**config.mk**
```make
export PLATFORM = sky130hd
export DESIGN_NAME = seq_logic_arbiter_flat
export DESIGN_NICKNAME = d
export VERILOG_FILES = /design/src/rtl/seq_logic_arbiter_pkg.sv /design/src/rtl/seq_logic_arbiter_if.sv /design/src/rtl/seq_logic_arbiter_rr_pick.sv /design/src/rtl/seq_logic_arbiter.sv /design/src/flat_wrapper.sv
export SDC_FILE = /design/constraint.sdc
export NUM_CORES = 1
export LEC_CHECK = 0
export BUFFER_PORTS_ARGS = -buffer_cell sky130_fd_sc_hd__buf_2
export CAP_MARGIN = 40
export CORE_MARGIN = 10
export CORE_UTILIZATION = 55
export DETAILED_ROUTE_END_ITERATION = 8
export PLACE_DENSITY = 0.8
export SLEW_MARGIN = 0
export SYNTH_ARGS = -nofsm -noshare
export SYNTH_HDL_FRONTEND = slang
export SYNTH_HIERARCHICAL = 1
export SYNTH_SLANG_ARGS = --single-unit
```
**constraint.sdc**
```tcl
create_clock -name CLK -period 2.6 [get_ports CLK]
set_input_delay 0.52 -clock CLK [delete_from_list [all_inputs] [get_ports CLK]]
set_output_delay 0.52 -clock CLK [all_outputs]
set_load 0.01 [all_outputs]
```
**src/rtl/seq_logic_arbiter_pkg.sv**
```systemverilog
// Shared types for seq_logic_arbiter: FSM state encoding, error counter ceiling, id width helper.
// Optional feature macro used across the slice: SEQ_LOGIC_ARBITER_ERRCNT_EN.
package seq_logic_arb_pkg;

    typedef enum logic [1:0] {
        IDLE  = 2'd0,
        LOAD  = 2'd1,
        HOLD  = 2'd2,
        CHECK = 2'd3
    } arb_state_t;

    localparam int ERRCNT_MAX = 255;

    function automatic int id_width(input int n);
        return (n > 1) ? $clog2(n) : 1;
    endfunction

endpackage

```
**src/rtl/seq_logic_arbiter_if.sv**
```systemverilog
// Requester / seq_logic side bus of the arbiter; slave modport is the arbiter's view.
// err_count exists only when SEQ_LOGIC_ARBITER_ERRCNT_EN is defined.
interface seq_logic_arbiter_if #(
    parameter int N_REQ = 4
);
    localparam int ID_W = seq_logic_arb_pkg::id_width(N_REQ);

    logic [N_REQ-1:0] req;
    logic [N_REQ-1:0] req_data;
    logic [N_REQ-1:0] grant;
    logic             a_out;
    logic             sel_out;
    logic             f_in;
    logic             done;
    logic [ID_W-1:0]  done_id;
    logic             done_ok;
    logic             busy;
`ifdef SEQ_LOGIC_ARBITER_ERRCNT_EN
    logic [7:0]       err_count;
`endif

    modport master (
`ifdef SEQ_LOGIC_ARBITER_ERRCNT_EN
        input  err_count,
`endif
        output req, req_data, f_in,
        input  grant, a_out, sel_out, done, done_id, done_ok, busy
    );

    modport slave (
`ifdef SEQ_LOGIC_ARBITER_ERRCNT_EN
        output err_count,
`endif
        input  req, req_data, f_in,
        output grant, a_out, sel_out, done, done_id, done_ok, busy
    );

endinterface

```
**src/rtl/seq_logic_arbiter_rr_pick.sv**
```systemverilog
// Combinational round-robin pick: first set request at or after the pointer, wrapping.
module rr_pick #(
    parameter int N_REQ = 4,
    parameter int ID_W  = 2
) (
    input  logic [N_REQ-1:0] i_req,
    input  logic [ID_W-1:0]  i_ptr,
    output logic [N_REQ-1:0] o_onehot,
    output logic [ID_W-1:0]  o_idx,
    output logic             o_valid
);

    int              w_j;
    logic [ID_W-1:0] w_jdx;

    // Scan from the farthest offset down so the nearest one to the pointer wins.
    always_comb begin
        o_onehot = '0;
        o_idx    = '0;
        o_valid  = 1'b0;
        w_j      = 0;
        w_jdx    = '0;
        for (int k = N_REQ - 1; k >= 0; k--) begin
            w_j   = (int'(i_ptr) + k) % N_REQ;
            w_jdx = ID_W'(w_j);
            if (i_req[w_jdx]) begin
                o_idx   = w_jdx;
                o_valid = 1'b1;
            end
        end
        if (o_valid) o_onehot[o_idx] = 1'b1;
    end

endmodule

```
**src/rtl/seq_logic_arbiter.sv**
```systemverilog
// Round-robin owner of one seq_logic bit: load winner's bit, hold, read back, report.
// Optional saturating failure counter under SEQ_LOGIC_ARBITER_ERRCNT_EN.
module seq_logic_arbiter
    import seq_logic_arb_pkg::*;
#(
    parameter int N_REQ       = 4,
    parameter int HOLD_CYCLES = 2
) (
    input  logic                CLK,
    input  logic                RST,
    seq_logic_arbiter_if.slave  bus
);

    localparam int ID_W = id_width(N_REQ);

    arb_state_t       r_state, w_next;
    logic [ID_W-1:0]  r_ptr, r_id, w_win_id, r_done_id;
    logic [N_REQ-1:0] w_win_oh, w_grant, r_grant;
    logic             w_win_vld, w_arb, r_bit;
    logic             w_sel, w_a, r_sel, r_a;
    logic             r_done, r_done_ok, r_busy;
    logic [7:0]       r_cnt;

    rr_pick #(.N_REQ(N_REQ), .ID_W(ID_W)) u_pick (
        .i_req    (bus.req),
        .i_ptr    (r_ptr),
        .o_onehot (w_win_oh),
        .o_idx    (w_win_id),
        .o_valid  (w_win_vld)
    );

    // CHECK doubles as an arbitration slot so a new LOAD can overlap done.
    assign w_arb = w_win_vld && (r_state == IDLE || r_state == CHECK);

    always_ff @(posedge CLK or posedge RST) begin
        if (RST) r_state <= IDLE;
        else     r_state <= w_next;
    end

    always_comb begin
        w_next = r_state;
        case (r_state)
            IDLE:    if (w_arb) w_next = LOAD;
            LOAD:    w_next = (HOLD_CYCLES > 0) ? HOLD : CHECK;
            HOLD:    if (r_cnt == '0) w_next = CHECK;
            CHECK:   w_next = w_arb ? LOAD : IDLE;
            default: w_next = IDLE;
        endcase
    end

    always_comb begin
        w_grant = w_arb ? w_win_oh : '0;
        w_sel   = w_arb;
        w_a     = w_arb && bus.req_data[w_win_id];
    end

    always_ff @(posedge CLK or posedge RST) begin
        if (RST) begin
            r_ptr     <= '0;
            r_id      <= '0;
            r_bit     <= 1'b0;
            r_cnt     <= '0;
            r_grant   <= '0;
            r_sel     <= 1'b0;
            r_a       <= 1'b0;
            r_done    <= 1'b0;
            r_done_id <= '0;
            r_done_ok <= 1'b0;
            r_busy    <= 1'b0;
        end else begin
            if (w_arb) begin
                r_ptr <= (w_win_id == ID_W'(N_REQ - 1)) ? '0 : w_win_id + 1'b1;
                r_id  <= w_win_id;
                r_bit <= bus.req_data[w_win_id];
            end
            if (r_state == LOAD)
                r_cnt <= (HOLD_CYCLES > 0) ? 8'(HOLD_CYCLES - 1) : 8'd0;
            else if (r_state == HOLD && r_cnt != '0)
                r_cnt <= r_cnt - 1'b1;
            r_grant <= w_grant;
            r_sel   <= w_sel;
            r_a     <= w_a;
            r_busy  <= (w_next != IDLE);
            r_done  <= (r_state == CHECK);
            if (r_state == CHECK) begin
                r_done_id <= r_id;
                r_done_ok <= (bus.f_in == r_bit);
            end
        end
    end

`ifdef SEQ_LOGIC_ARBITER_ERRCNT_EN
    logic [7:0] r_err;

    always_ff @(posedge CLK or posedge RST) begin
        if (RST)
            r_err <= '0;
        else if (r_state == CHECK && bus.f_in != r_bit && r_err != 8'(ERRCNT_MAX))
            r_err <= r_err + 1'b1;
    end

    assign bus.err_count = r_err;
`endif

    assign bus.grant   = r_grant;
    assign bus.sel_out = r_sel;
    assign bus.a_out   = r_a;
    assign bus.done    = r_done;
    assign bus.done_id = r_done_id;
    assign bus.done_ok = r_done_ok;
    assign bus.busy    = r_busy;

endmodule

```
**src/flat_wrapper.sv**
```systemverilog
// flat-port wrapper written by rule: the top's interface ports become plain ports
module seq_logic_arbiter_flat import seq_logic_arb_pkg::*;
#(
    parameter int N_REQ       = 4,
    parameter int HOLD_CYCLES = 2
)
  (CLK, RST, bus_req, bus_req_data, bus_f_in, bus_grant, bus_a_out, bus_sel_out, bus_done, bus_done_id, bus_done_ok, bus_busy);
  seq_logic_arbiter_if #(.N_REQ(N_REQ)) bus_i ();
  input  logic CLK;
  input  logic RST;
  input wire logic [$bits(bus_i.req)-1:0] bus_req;
  input wire logic [$bits(bus_i.req_data)-1:0] bus_req_data;
  input wire logic [$bits(bus_i.f_in)-1:0] bus_f_in;
  output wire logic [$bits(bus_i.grant)-1:0] bus_grant;
  output wire logic [$bits(bus_i.a_out)-1:0] bus_a_out;
  output wire logic [$bits(bus_i.sel_out)-1:0] bus_sel_out;
  output wire logic [$bits(bus_i.done)-1:0] bus_done;
  output wire logic [$bits(bus_i.done_id)-1:0] bus_done_id;
  output wire logic [$bits(bus_i.done_ok)-1:0] bus_done_ok;
  output wire logic [$bits(bus_i.busy)-1:0] bus_busy;
  assign bus_i.req = bus_req;
  assign bus_i.req_data = bus_req_data;
  assign bus_i.f_in = bus_f_in;
  assign bus_grant = bus_i.grant;
  assign bus_a_out = bus_i.a_out;
  assign bus_sel_out = bus_i.sel_out;
  assign bus_done = bus_i.done;
  assign bus_done_id = bus_i.done_id;
  assign bus_done_ok = bus_i.done_ok;
  assign bus_busy = bus_i.busy;
  seq_logic_arbiter #(.N_REQ(N_REQ), .HOLD_CYCLES(HOLD_CYCLES)) u_core (.CLK(CLK), .RST(RST), .bus(bus_i));
endmodule
```
Word level (Yosys, flattened, before mapping)
Index checks and enable logic that the tools add are counted.
{"block": "op_classes", "n_addsub": 5, "n_lt_le_gt_ge": 6, "n_eq_ne": 5, "mux": 29, "n_reduce_logical": 10}
{"operator": "2-to-1 mux 8 bit", "n": 2}
{"operator": "less-than comparator 2 x 3 -> 1 bit (second input constant)", "n": 5}
{"operator": "2-to-1 mux 2 bit", "n": 7}
{"operator": "2-to-1 mux 1 bit", "n": 11}
{"operator": "binary-select mux 1 bit (select 2 bit)", "n": 5}
{"operator": "logical NOT 8 bit", "n": 1}
{"operator": "2-to-1 mux 4 bit", "n": 2}
{"operator": "case mux 2 bit (4 select lines)", "n": 1}
{"operator": "nonzero test 8 bit", "n": 1}
{"operator": "subtractor 8 x 1 -> 8 bit (second input constant)", "n": 1}
{"operator": "equality test 2 bit (second input constant)", "n": 3}
{"operator": "adder 2 x 1 -> 2 bit (second input constant)", "n": 2}
{"operator": "adder 2 bit (second input constant)", "n": 2}
{"operator": "logical AND 1 bit", "n": 4}
{"operator": "nonzero test 2 bit", "n": 2}
{"operator": "demux 1 bit (select 2 bit)", "n": 1}
{"operator": "equality test 2 x 1 -> 1 bit (second input constant)", "n": 1}
{"operator": "greater-or-equal comparator 2 x 1 -> 1 bit (second input constant)", "n": 1}
{"operator": "logical NOT 2 bit", "n": 1}
{"operator": "equality test 1 bit", "n": 1}
{"operator": "logical OR 1 bit", "n": 1}
{"block": "totals", "reg_bits": 26, "input_bits": 11, "output_inout_bits": 11}

Depth between registers and ports, before layout
Gate-level depths: netlist of the first run.
{"block": "depth", "depth_word": 13, "mapped_depth": 7}

Hierarchy
Netlist of the first run, hierarchy kept.
{"mod": "seq_logic_arbiter", "n_inst": 1, "cells_each": 99, "area_per_inst_um2": 1204.9, "seq_area_each_um2": 650.6}
{"mod": "rr_pick", "n_inst": 1, "cells_each": 28, "area_per_inst_um2": 176.4, "seq_area_each_um2": 0.0}

Least setup slack after synthesis of the first run
OpenSTA, ideal clock, no wires.
{"block": "synth_path", "path_type": "in2reg", "startpoint": "input bus_req[2]", "endpoint": "register u_core.r_bit", "t_arrival_ns": 1.806, "required_ns": 2.475, "slack_ns": 0.670, "stages": 5, "path_buffers": 0, "cell_sequence": "nor2b_2 > nor3_1 > o22a_1 > mux4_2 > mux2_2"}
{"block": "synth_between", "elab_chain_len": 8}
{"item": "from (decl)", "line_no": "flat_wrapper.sv:11", "source": "input wire logic [$bits(bus_i.req)-1:0] bus_req;"}
{"item": "binary-select mux 1 bit (select 2 bit)", "line_no": "seq_logic_arbiter_rr_pick.sv:26", "source": "if (i_req[w_jdx]) begin"}
{"item": "2-to-1 mux 1 bit (implied by the code)", "line_no": "seq_logic_arbiter_rr_pick.sv:26"}
{"item": "2-to-1 mux 2 bit (3 in a row)", "line_no": "seq_logic_arbiter_rr_pick.sv:26"}
{"item": "2-to-1 mux 2 bit *", "line_no": "seq_logic_arbiter_rr_pick.sv:26"}
{"item": "net u_core.w_win_id[0]", "line_no": "seq_logic_arbiter.sv:17", "source": "logic [ID_W-1:0] r_ptr, r_id, w_win_id, r_done_id;"}
{"item": "binary-select mux 1 bit (select 2 bit) *", "line_no": "seq_logic_arbiter.sv:74", "source": "r_bit <= bus.req_data[w_win_id];"}
{"item": "2-to-1 mux 1 bit (implied by the code) *", "line_no": "seq_logic_arbiter.sv:74"}
{"item": "to (signal assigned)", "line_no": "seq_logic_arbiter.sv:74"}
{"item": "to (decl)", "line_no": "seq_logic_arbiter.sv:19", "source": "logic w_win_vld, w_arb, r_bit;"}
Mark *: on every way through the listed nets, which the timed path passes. The rest lies on a longest branch. The select of a mux whose other input is x is not followed.
A chain may end at the register's enable or synchronous reset.

Worst setup path after layout of the first run
{"block": "layout_path", "startpoint": "register u_core.r_state[0]", "endpoint": "register u_core.r_cnt[7]"}
{"block": "layout_between", "elab_chain_len": 3}
{"item": "from (decl)", "line_no": "seq_logic_arbiter.sv:16", "source": "arb_state_t r_state, w_next;"}
{"item": "from (signal assigned)", "line_no": "seq_logic_arbiter.sv:37", "source": "else r_state <= w_next;"}
{"item": "equality test 2 bit", "line_no": "seq_logic_arbiter.sv:78", "source": "else if (r_state == HOLD && r_cnt != '0)"}
{"item": "logical AND 1 bit", "line_no": "seq_logic_arbiter.sv:78"}
{"item": "nonzero test 2 bit (no line)"}
{"item": "to (signal assigned)", "line_no": "seq_logic_arbiter.sv:77", "source": "r_cnt <= (HOLD_CYCLES > 0) ? 8'(HOLD_CYCLES - 1) : 8'd0;"}
{"item": "to (signal assigned)", "line_no": "seq_logic_arbiter.sv:79", "source": "r_cnt <= r_cnt - 1'b1;"}
{"item": "to (decl)", "line_no": "seq_logic_arbiter.sv:22", "source": "logic [7:0] r_cnt;"}
Parallel ways exist; a longest one is shown, timed or not.

==> impl_metrics.tcl, run 1 <==
set metrics [dict create \
    outcome "completed" \
    fin_nets 171 \
    post_cts_resized 0 \
    drive_gt1_share_pct 29.6 \
    synthArstFlopShare_pct 100 \
    cp.depth 5 \
    drt-total-wl_mm 2.60 \
    synth.cells.most_frequent "dfrtp_1 (26), mux2_2 (10), nor2_1 (10)" \
    cts_tree "yes" \
    num_antenna_cells 0 \
    synth_top_area_cell "dfrtp_1" \
    worst_slack_ns 0.551 \
    leakagePower_uw 0.000749 \
    numCtsBuffers 3 \
    cts-root-buf "clkbuf_4" \
    synth_top_area_share_pct 47.1 \
    die_x_um 70.1 \
    endpoint_kind "flop" \
    final_antenna_net_count 0 \
    path_delay_family "simple AND/OR/NAND/NOR gates" \
    vias 1034 \
    fin_crit_ns 2.05 \
    ys_seq_area_share_pct 47.1 \
    synth-xor-area-share_pct 0.634 \
    clk_path_buf_depth 2 \
    stdcell_count 182 \
    fmax_ghz 0.488 \
    synthMuxAreaShare_pct 10.5 \
    firstDrtPassIters 4 \
    yosys.area_share.adder_pct 6.34 \
    synth_edf_count 0 \
    synthTopCellsByArea "dfrtp_1 (47%), mux2_2 (8.2%), ha_1 (6.3%)" \
    cpPeakStageDelay_ns 0.52 \
    drt_iter0_drc 58 \
    preCtsSetupSlack_ns 0.436 \
    yosys_warnings 6 \
    cts_htree_levels 1 \
    synth_simple_gate_area_share_pct 19.2 \
    die_h_um 70.1 \
    path_cells "inv_1, ha_1, or4b_4, or4_1, a21oi_1" \
    grt_pass1_vias 1027 \
    core_area_mm2 0.00243 \
    slew_headroom_pct 46.9 \
    grt.overflow.total 0 \
    start_util_pct 56.8 \
    gp_congestion 0.760 \
    synth_compound_area_share_pct 13.1 \
    finalSetupViolations 0 \
    period_share_pct 78.8 \
    cp_data_required_time_ns 2.85 \
    finalPower_uw 1870 \
    min_path_type "input pin to asynchronous set/reset pin" \
    rsz0062_at_grt "false" \
    critPathBufInv 1 \
    antenna_found_initial 0 \
    path_clk_slew_ns 0.14 \
    cap_viol_max_count 0 \
    cp_max_fo 6 \
    yosysMostFrequentCell "dfrtp_1" \
    grt_max_degree 27 \
    area_growth_syn_to_layout_pct 13.7 \
    slew_viol_final 0 \
    power_density_mw_per_mm2 1190 \
    finClkSkew_ns 0.000638 \
    synth_fp_nets 145 \
    totalNegativeSetupSlack_ns 0 \
    numPortBuffers 21 \
    worstSetupPathType "flop to flop" \
    start_kind "flop" \
    syn_area_mm2 0.00138 \
    worst_pin_slew_ns 0.795 \
    io_pins 22 \
    netlist_instances 127 \
    place.detailed.hpwl_mm 1.95 \
    grt.total_usage_pct 10.7 \
    hold_violations 0 \
    grt_pass1_wl_mm 4.45 \
    reg2reg_depth 5 \
    worstPathArrival_ns 2.30 \
    std_cell_rows 18 \
    postCtsSetupRepairBufs 0 \
    drc 0 \
    yosys_register_bits 26 \
    whs_ns 0.229 \
    wl_per_cell_um 14.3 \
    placed_cells 178 \
    worstSkewPairLatency_ns 0.32 \
    synth.distinct_cells 37 \
    vias_per_cell 5.68 \
    irDropWorstVdd_mv 0.812 \
    n_fill_cell 196 \
    cts_num_sinks 26 \
    syn_area_per_cell_um2 10.9 \
    cp_slowest_cell "or4b_4" \
    synthFlopType "dfrtp_1" \
    synth_top_family_by_area "simple AND/OR/NAND/NOR gates" \
    die_area_mm2 0.00492 \
    cts_hold_buffers 0 \
]
[final cells by class]
cell class                      count  area [um2]  share of cell area, %
Sequential cell                    26         651                   41.4
Clock buffer                        4        36.3                   2.31
Inverter                            8        30.0                   1.91
Timing Repair Buffer               24         128                   8.13
Tap cell                           30        37.5                   2.39
Multi-Input combinational cell     90         688                   43.8
[report_power, final]
group / internal [uW] / switching [uW]
clock network: 85.6 / 118
registers: 584 / 139
logic: 473 / 470
[metrics by stage]
| step | instance area, um2 | util [%] |
|---|---|---|
| 4_1_cts | 1570 | 64.6 |
| 3_5_place_dp | 1530 | 63.1 |
| 2_1_floorplan | 1380 | - |
| 3_3_place_gp | 1530 | 63.1 |
| 6_report | 1570 | 64.6 |
| 5_1_grt | 1570 | 64.6 |
[final timing paths]
kind                                                         from                           endpoint  slack (ns)
worst max-delay path                  u_core/r_state[0]$_DFF_PP0_        u_core/r_cnt[7]$_DFFE_PP0P_        0.55
worst min-delay path                                          RST      u_core/bus.grant[0]$_DFF_PP0_        0.23
worst max register to register        u_core/r_state[0]$_DFF_PP0_        u_core/r_cnt[7]$_DFFE_PP0P_        0.55
worst min register to register  u_core/bus.done_id[1]$_DFFE_PP0P_  u_core/bus.done_id[1]$_DFFE_PP0P_        0.52
max in group asynchronous                                     RST        u_core/r_cnt[0]$_DFFE_PP0P_        2.12
min in group CLK                u_core/bus.done_id[1]$_DFFE_PP0P_  u_core/bus.done_id[1]$_DFFE_PP0P_        0.52
[placed cells by master (no fill, tap or decap), drive strengths merged, types with 2 or more instances in the layout]
master and instances:
dfrtp 26, buf 24, mux2 10, nor2 10
o21ai 9, a21oi 8, inv 8, ha 7
nor2b 7, and2 5, or4 4, clkbuf 4
nor3 3, nor3b 2, a2111o 2, nand4b 2
nand2 2, o31a 2
[kinds of logic (layout without fill, tap and decap cells)]
kind of cell    after synthesis  count (layout)
buf+inv                      11              36
simple gates                 43              43
compound gates               27              27
xor+xnor                      1               1
mux                          12              12
fa+ha+maj                     7               7
flops                        26              26
[per-layer routing]
metal	vias to the layer above	global-route usage (%)	routed length [um]	share of wire, %
li1	510	-	-	-
met1	493	12.5	1160	44
met2	29	17.2	1250	48
met3	2	4.10	177	6.8
met4	0	3.95	13	0.50
met5	-	0	0	0
[flip-flops by register name, summed over array words and instances, names as in the netlist]
signal,cells
u_core/r_cnt,8
u_core/bus.grant,4
u_core/bus.done_id,2
u_core/r_id,2
u_core/r_ptr,2
u_core/r_state,2
u_core/bus.a_out,1
u_core/bus.busy,1
u_core/bus.done,1
u_core/bus.done_ok,1
u_core/bus.sel_out,1
u_core/r_bit,1
[worst min-delay path, delay by kind of cell]
family                 cells  cell delay [ns]
buffers and inverters      3             0.45
Power figures use the tool's default switching activity.
==> run 2: changes to the inputs <==
clock period = 2.15 ns   (was 2.6 ns; I/O delays follow)
==> impl_metrics.tcl, run 2 (same netlist as run 1, synthesis figures left out) <==
set metrics [dict create \
    finalSetupViolations 0 \
    start_util_pct 56.8 \
    cp_slowest_cell "dfrtp_1" \
    cts_tree "yes" \
    cts_hold_buffers 0 \
    ff_latch_area_um2 651 \
    path_clk_slew_ns 0.13 \
    grt.total_usage_pct 11.1 \
    worstSetupPathType "flop to flop" \
    rsz0062_at_grt "false" \
    numPortBuffers 21 \
    fin_crit_ns 2.01 \
    finClkSkew_ns 0.00599 \
    die_area_mm2 0.00492 \
    firstDrtPassIters 5 \
    area_growth_syn_to_layout_pct 13.4 \
    io_pins 22 \
    irDropWorstVdd_mv 0.927 \
    drt-total-wl_mm 2.58 \
    start_kind "flop" \
    cp_data_required_time_ns 2.36 \
    antenna_found_initial 0 \
    vias 1043 \
    drt_iter0_drc 64 \
    timing.rr.start "u_core/r_ptr[1]$_DFFE_PP0N_" \
    leakagePower_uw 0.000749 \
    cts_htree_levels 1 \
    finalPower_uw 2230 \
    cap_viol_max_count 0 \
    fin_nets 172 \
    numCtsBuffers 3 \
    rrSetupSlack_ns 0.14 \
    cpPeakStageDelay_ns 0.53 \
    grt.overflow.total 0 \
    fmax_ghz 0.498 \
    hold_violations 0 \
    path_delay_family "multiplexers" \
    core_area_mm2 0.00243 \
    grt_pass1_wl_mm 4.66 \
    wl_per_cell_um 14.1 \
    die_x_um 70.1 \
    largest_register "u_core/r_cnt" \
    final_antenna_net_count 0 \
    power_density_mw_per_mm2 1420 \
    gp_congestion 0.760 \
    cts_num_sinks 26 \
    outcome "completed" \
    worst_pin_slew_ns 0.477 \
    slew_viol_final 0 \
    min_path_type "input pin to asynchronous set/reset pin" \
    cp_max_fo 10 \
    grt_pass1_vias 1059 \
    cts-root-buf "clkbuf_4" \
    slew_headroom_pct 68.1 \
    grt_max_degree 27 \
    postCtsSetupRepairBufs 0 \
    drc 0 \
    std_cell_rows 18 \
    endpoint_kind "flop" \
    worstSkewPairLatency_ns 0.31 \
    vias_per_cell 5.73 \
    totalNegativeSetupSlack_ns 0 \
    critPathBufInv 1 \
    post_cts_resized 0 \
    period_share_pct 93.4 \
    path_cells "inv_1, nor3_1, o22a_1, mux4_2, mux2_2" \
    clk_path_buf_depth 2 \
    mostFrequentLayoutCells "dfrtp_1 (26), buf_2 (21), mux2_2 (10), nor2_1 (10), o21ai_0 (9)" \
    reg2reg_depth 5 \
    num_antenna_cells 0 \
    largest_reg_flops 8 \
    drive_gt1_share_pct 30.3 \
    place.detailed.hpwl_mm 2.00 \
    n_fill_cell 208 \
    multi_input_area_um2 691 \
    die_h_um 70.1 \
    r2r_end "u_core/r_bit$_DFFE_PP0N_" \
    final_common_cell "dfrtp_1" \
    worstPathArrival_ns 2.22 \
]
## run 2: worst min-delay path, cell delays in order
cell and delay [ns]:
buf_2 0.09, inv_1 0.04, buf_4 0.30
## run 2: how the worst max path moves through the flow
stage	startpoint	to	slack [ns]	depth (start not counted)
after CTS	u_core/r_state[0]$_DFF_PP0_	u_core/r_ptr[1]$_DFFE_PP0N_	0.13	4
after global routing	u_core/r_ptr[1]$_DFFE_PP0N_	u_core/r_bit$_DFFE_PP0N_	0.02	5
after floorplan	u_core/r_state[0]$_DFF_PP0_	u_core/r_cnt[7]$_DFFE_PP0P_	0.28	5
after global placement	bus_req[0]	u_core/r_bit$_DFFE_PP0N_	0.13	6
final	u_core/r_ptr[1]$_DFFE_PP0N_	u_core/r_bit$_DFFE_PP0N_	0.14	5
after detailed placement	bus_req[1]	u_core/r_bit$_DFFE_PP0N_	0.07	6
## run 2: area by class of cell
class	count	share of cell area, %
multi-input combinational	90	44.1
sequential	26	41.5
timing repair buffer	25	8.63
tap	30	2.40
inverter	8	1.92
clock buffer	3	1.44
## run 2: per-layer routing
layer	wire, um	global-route usage, %	vias to the layer above
met5	0	0	-
met4	38	3.51	0
met3	107	3.11	4
met2	1270	18.6	24
met1	1160	13.4	507
li1	-	-	508
## run 2: power by group
group          leakage [uW]  internal (uW)  switching [uW]
clock             0.0000138           65.5             131
combinational      0.000410            585             568
sequential         0.000326            707             171
total              0.000749           1360             870
## run 2: stage by stage
step / setup slack [ns] / utilization, % / cell area (um2) / hold WS (ns) / std cells
final: 0.141 / 64.4 / 1570 / 0.141 / 182
after global routing: 0.0175 / 64.4 / 1570 / 0.168 / 182
after detailed placement: 0.0682 / 63.4 / 1540 / 0.492 / 179
after global placement: 0.126 / 63.4 / 1540 / 0.488 / 179
after CTS: 0.132 / 64.3 / 1560 / 0.143 / 182
after floorplan: 0.280 / - / 1380 / 0.470 / 127
==> run 3: changes to the inputs <==
BUFFER_PORTS_ARGS = -buffer_cell sky130_fd_sc_hd__buf_4   (was -buffer_cell sky130_fd_sc_hd__buf_2)
CORE_UTILIZATION = 30   (was 55)
PLACE_DENSITY = 0.5   (was 0.8)
==> impl_metrics.tcl, run 3 (same netlist as run 1, synthesis figures left out) <==
set metrics [dict create \
    largest_reg_flops 8 \
    preCtsSetupSlack_ns 0.00678 \
    final_common_cell "buf_4" \
    cts-root-buf "clkbuf_8" \
    multi_input_area_um2 688 \
    die_x_um 87.9 \
    min_path_type "input pin to asynchronous set/reset pin" \
    grt_pass1_wl_mm 5.09 \
    numPortBuffers 21 \
    antenna_found_initial 0 \
    cts_tree "yes" \
    largest_register "u_core/r_cnt" \
    ff_latch_area_um2 652 \
    area_growth_syn_to_layout_pct 21.0 \
    finalSetupViolations 0 \
    fmax_ghz 0.504 \
    rsz0062_at_grt "false" \
    cts_num_sinks 26 \
    worstPathArrival_ns 2.14 \
    mostFrequentLayoutCells "buf_4 (26), dfrtp_1 (25), mux2_2 (10), nor2_1 (10), o21ai_0 (9)" \
    grt_max_degree 27 \
    wl_per_cell_um 14.1 \
    drt_iter0_drc 72 \
    drc 0 \
    clk_path_buf_depth 2 \
    worstSkewPairLatency_ns 0.26 \
    vias_per_cell 5.02 \
    cp_max_fo 8 \
    endpoint_kind "flop" \
    worst_pin_slew_ns 0.421 \
    io_pins 22 \
    slew_viol_final 0 \
    gp_congestion 0.804 \
    finClkSkew_ns 0.00634 \
    final_antenna_net_count 0 \
    leakagePower_uw 0.000773 \
    vias 1030 \
    die_h_um 87.9 \
    std_cell_rows 24 \
    core_area_mm2 0.00441 \
    postCtsSetupRepairBufs 0 \
    outcome "completed" \
    place.detailed.hpwl_mm 2.24 \
    numCtsBuffers 3 \
    cap_viol_max_count 0 \
    period_share_pct 92.3 \
    slew_headroom_pct 71.9 \
    fin_nets 173 \
    cts_htree_levels 1 \
    worst_slack_ns 0.166 \
    drt-total-wl_mm 2.90 \
    cp_data_required_time_ns 2.31 \
    fin_crit_ns 1.98 \
    path_clk_slew_ns 0.09 \
    hold_violations 0 \
    drive_gt1_share_pct 30.7 \
    post-route-util_pct 37.9 \
    grt.overflow.total 0 \
    firstDrtPassIters 4 \
    totalNegativeSetupSlack_ns 0 \
    power_density_mw_per_mm2 1430 \
    grt_pass1_vias 1109 \
    start_kind "flop" \
    grt.total_usage_pct 8.02 \
    irDropWorstVdd_mv 0.563 \
    worstSetupPathType "flop to flop" \
    n_fill_cell 431 \
    num_antenna_cells 0 \
    die_area_mm2 0.00772 \
    start_util_pct 31.3 \
]
run 3: repair_timing:
action | CTS | global route
hold buffers | 0 | 0
setup endpoints to repair | 0 | 1
resized for setup | 0 | 1
run 3: power breakdown:
part | leakage (uW) | switching, uW | internal, uW
Clock | 0.0000216 | 141 | 125
Sequential | 0.000325 | 169 | 711
Combinational | 0.000426 | 590 | 654
run 3: metrics by stage:
stage	instance area (um2)	total power, uW	hold WS, ns	cells
2_1_floorplan	1380	1710	0.470	127
3_3_place_gp	1620	2100	0.490	201
3_5_place_dp	1630	2160	0.498	202
4_1_cts	1670	2440	0.236	205
5_1_grt	1670	2630	0.248	205
6_report	1670	2390	0.229	205
run 3: worst max-delay path: stages, from the launching register on:
cell and delay, ns:
dfrtp_1 0.52, nor2b_2 0.10, nor3_1 0.21, o22a_1 0.23, mux4_2 0.53, mux2_2 0.28
run 3: metal layers:
layer	wire, um	up-vias	track usage, %
li1	-	510	-
met1	1290	497	9.35
met2	1370	21	13.0
met3	224	2	3.06
met4	21	0	3.19
met5	0	-	0
run 3: layout make-up:
| cell class | instances | area share [%] |
|---|---|---|
| tap | 52 | 3.89 |
| timing repair buffer | 26 | 11.7 |
| clock buffer | 3 | 2.47 |
| multi-input combinational | 90 | 41.2 |
| sequential | 26 | 39.0 |
| inverter | 8 | 1.80 |
run 3: final timing paths:
kind	start	end	slack [ns]	cells after the start
max	u_core/r_ptr[0]$_DFFE_PP0N_	u_core/r_bit$_DFFE_PP0N_	0.17	5
min	RST	u_core/r_cnt[7]$_DFFE_PP0P_	0.23	3
max reg2reg	u_core/r_ptr[0]$_DFFE_PP0N_	u_core/r_bit$_DFFE_PP0N_	0.17	5
min reg2reg	u_core/r_id[0]$_DFFE_PP0N_	u_core/bus.done_id[0]$_DFFE_PP0P_	0.51	1
max in group asynchronous	RST	u_core/r_ptr[1]$_DFFE_PP0N_	1.65	3
min in group CLK	bus_f_in	u_core/bus.done_ok$_DFFE_PP0P_	0.51	3
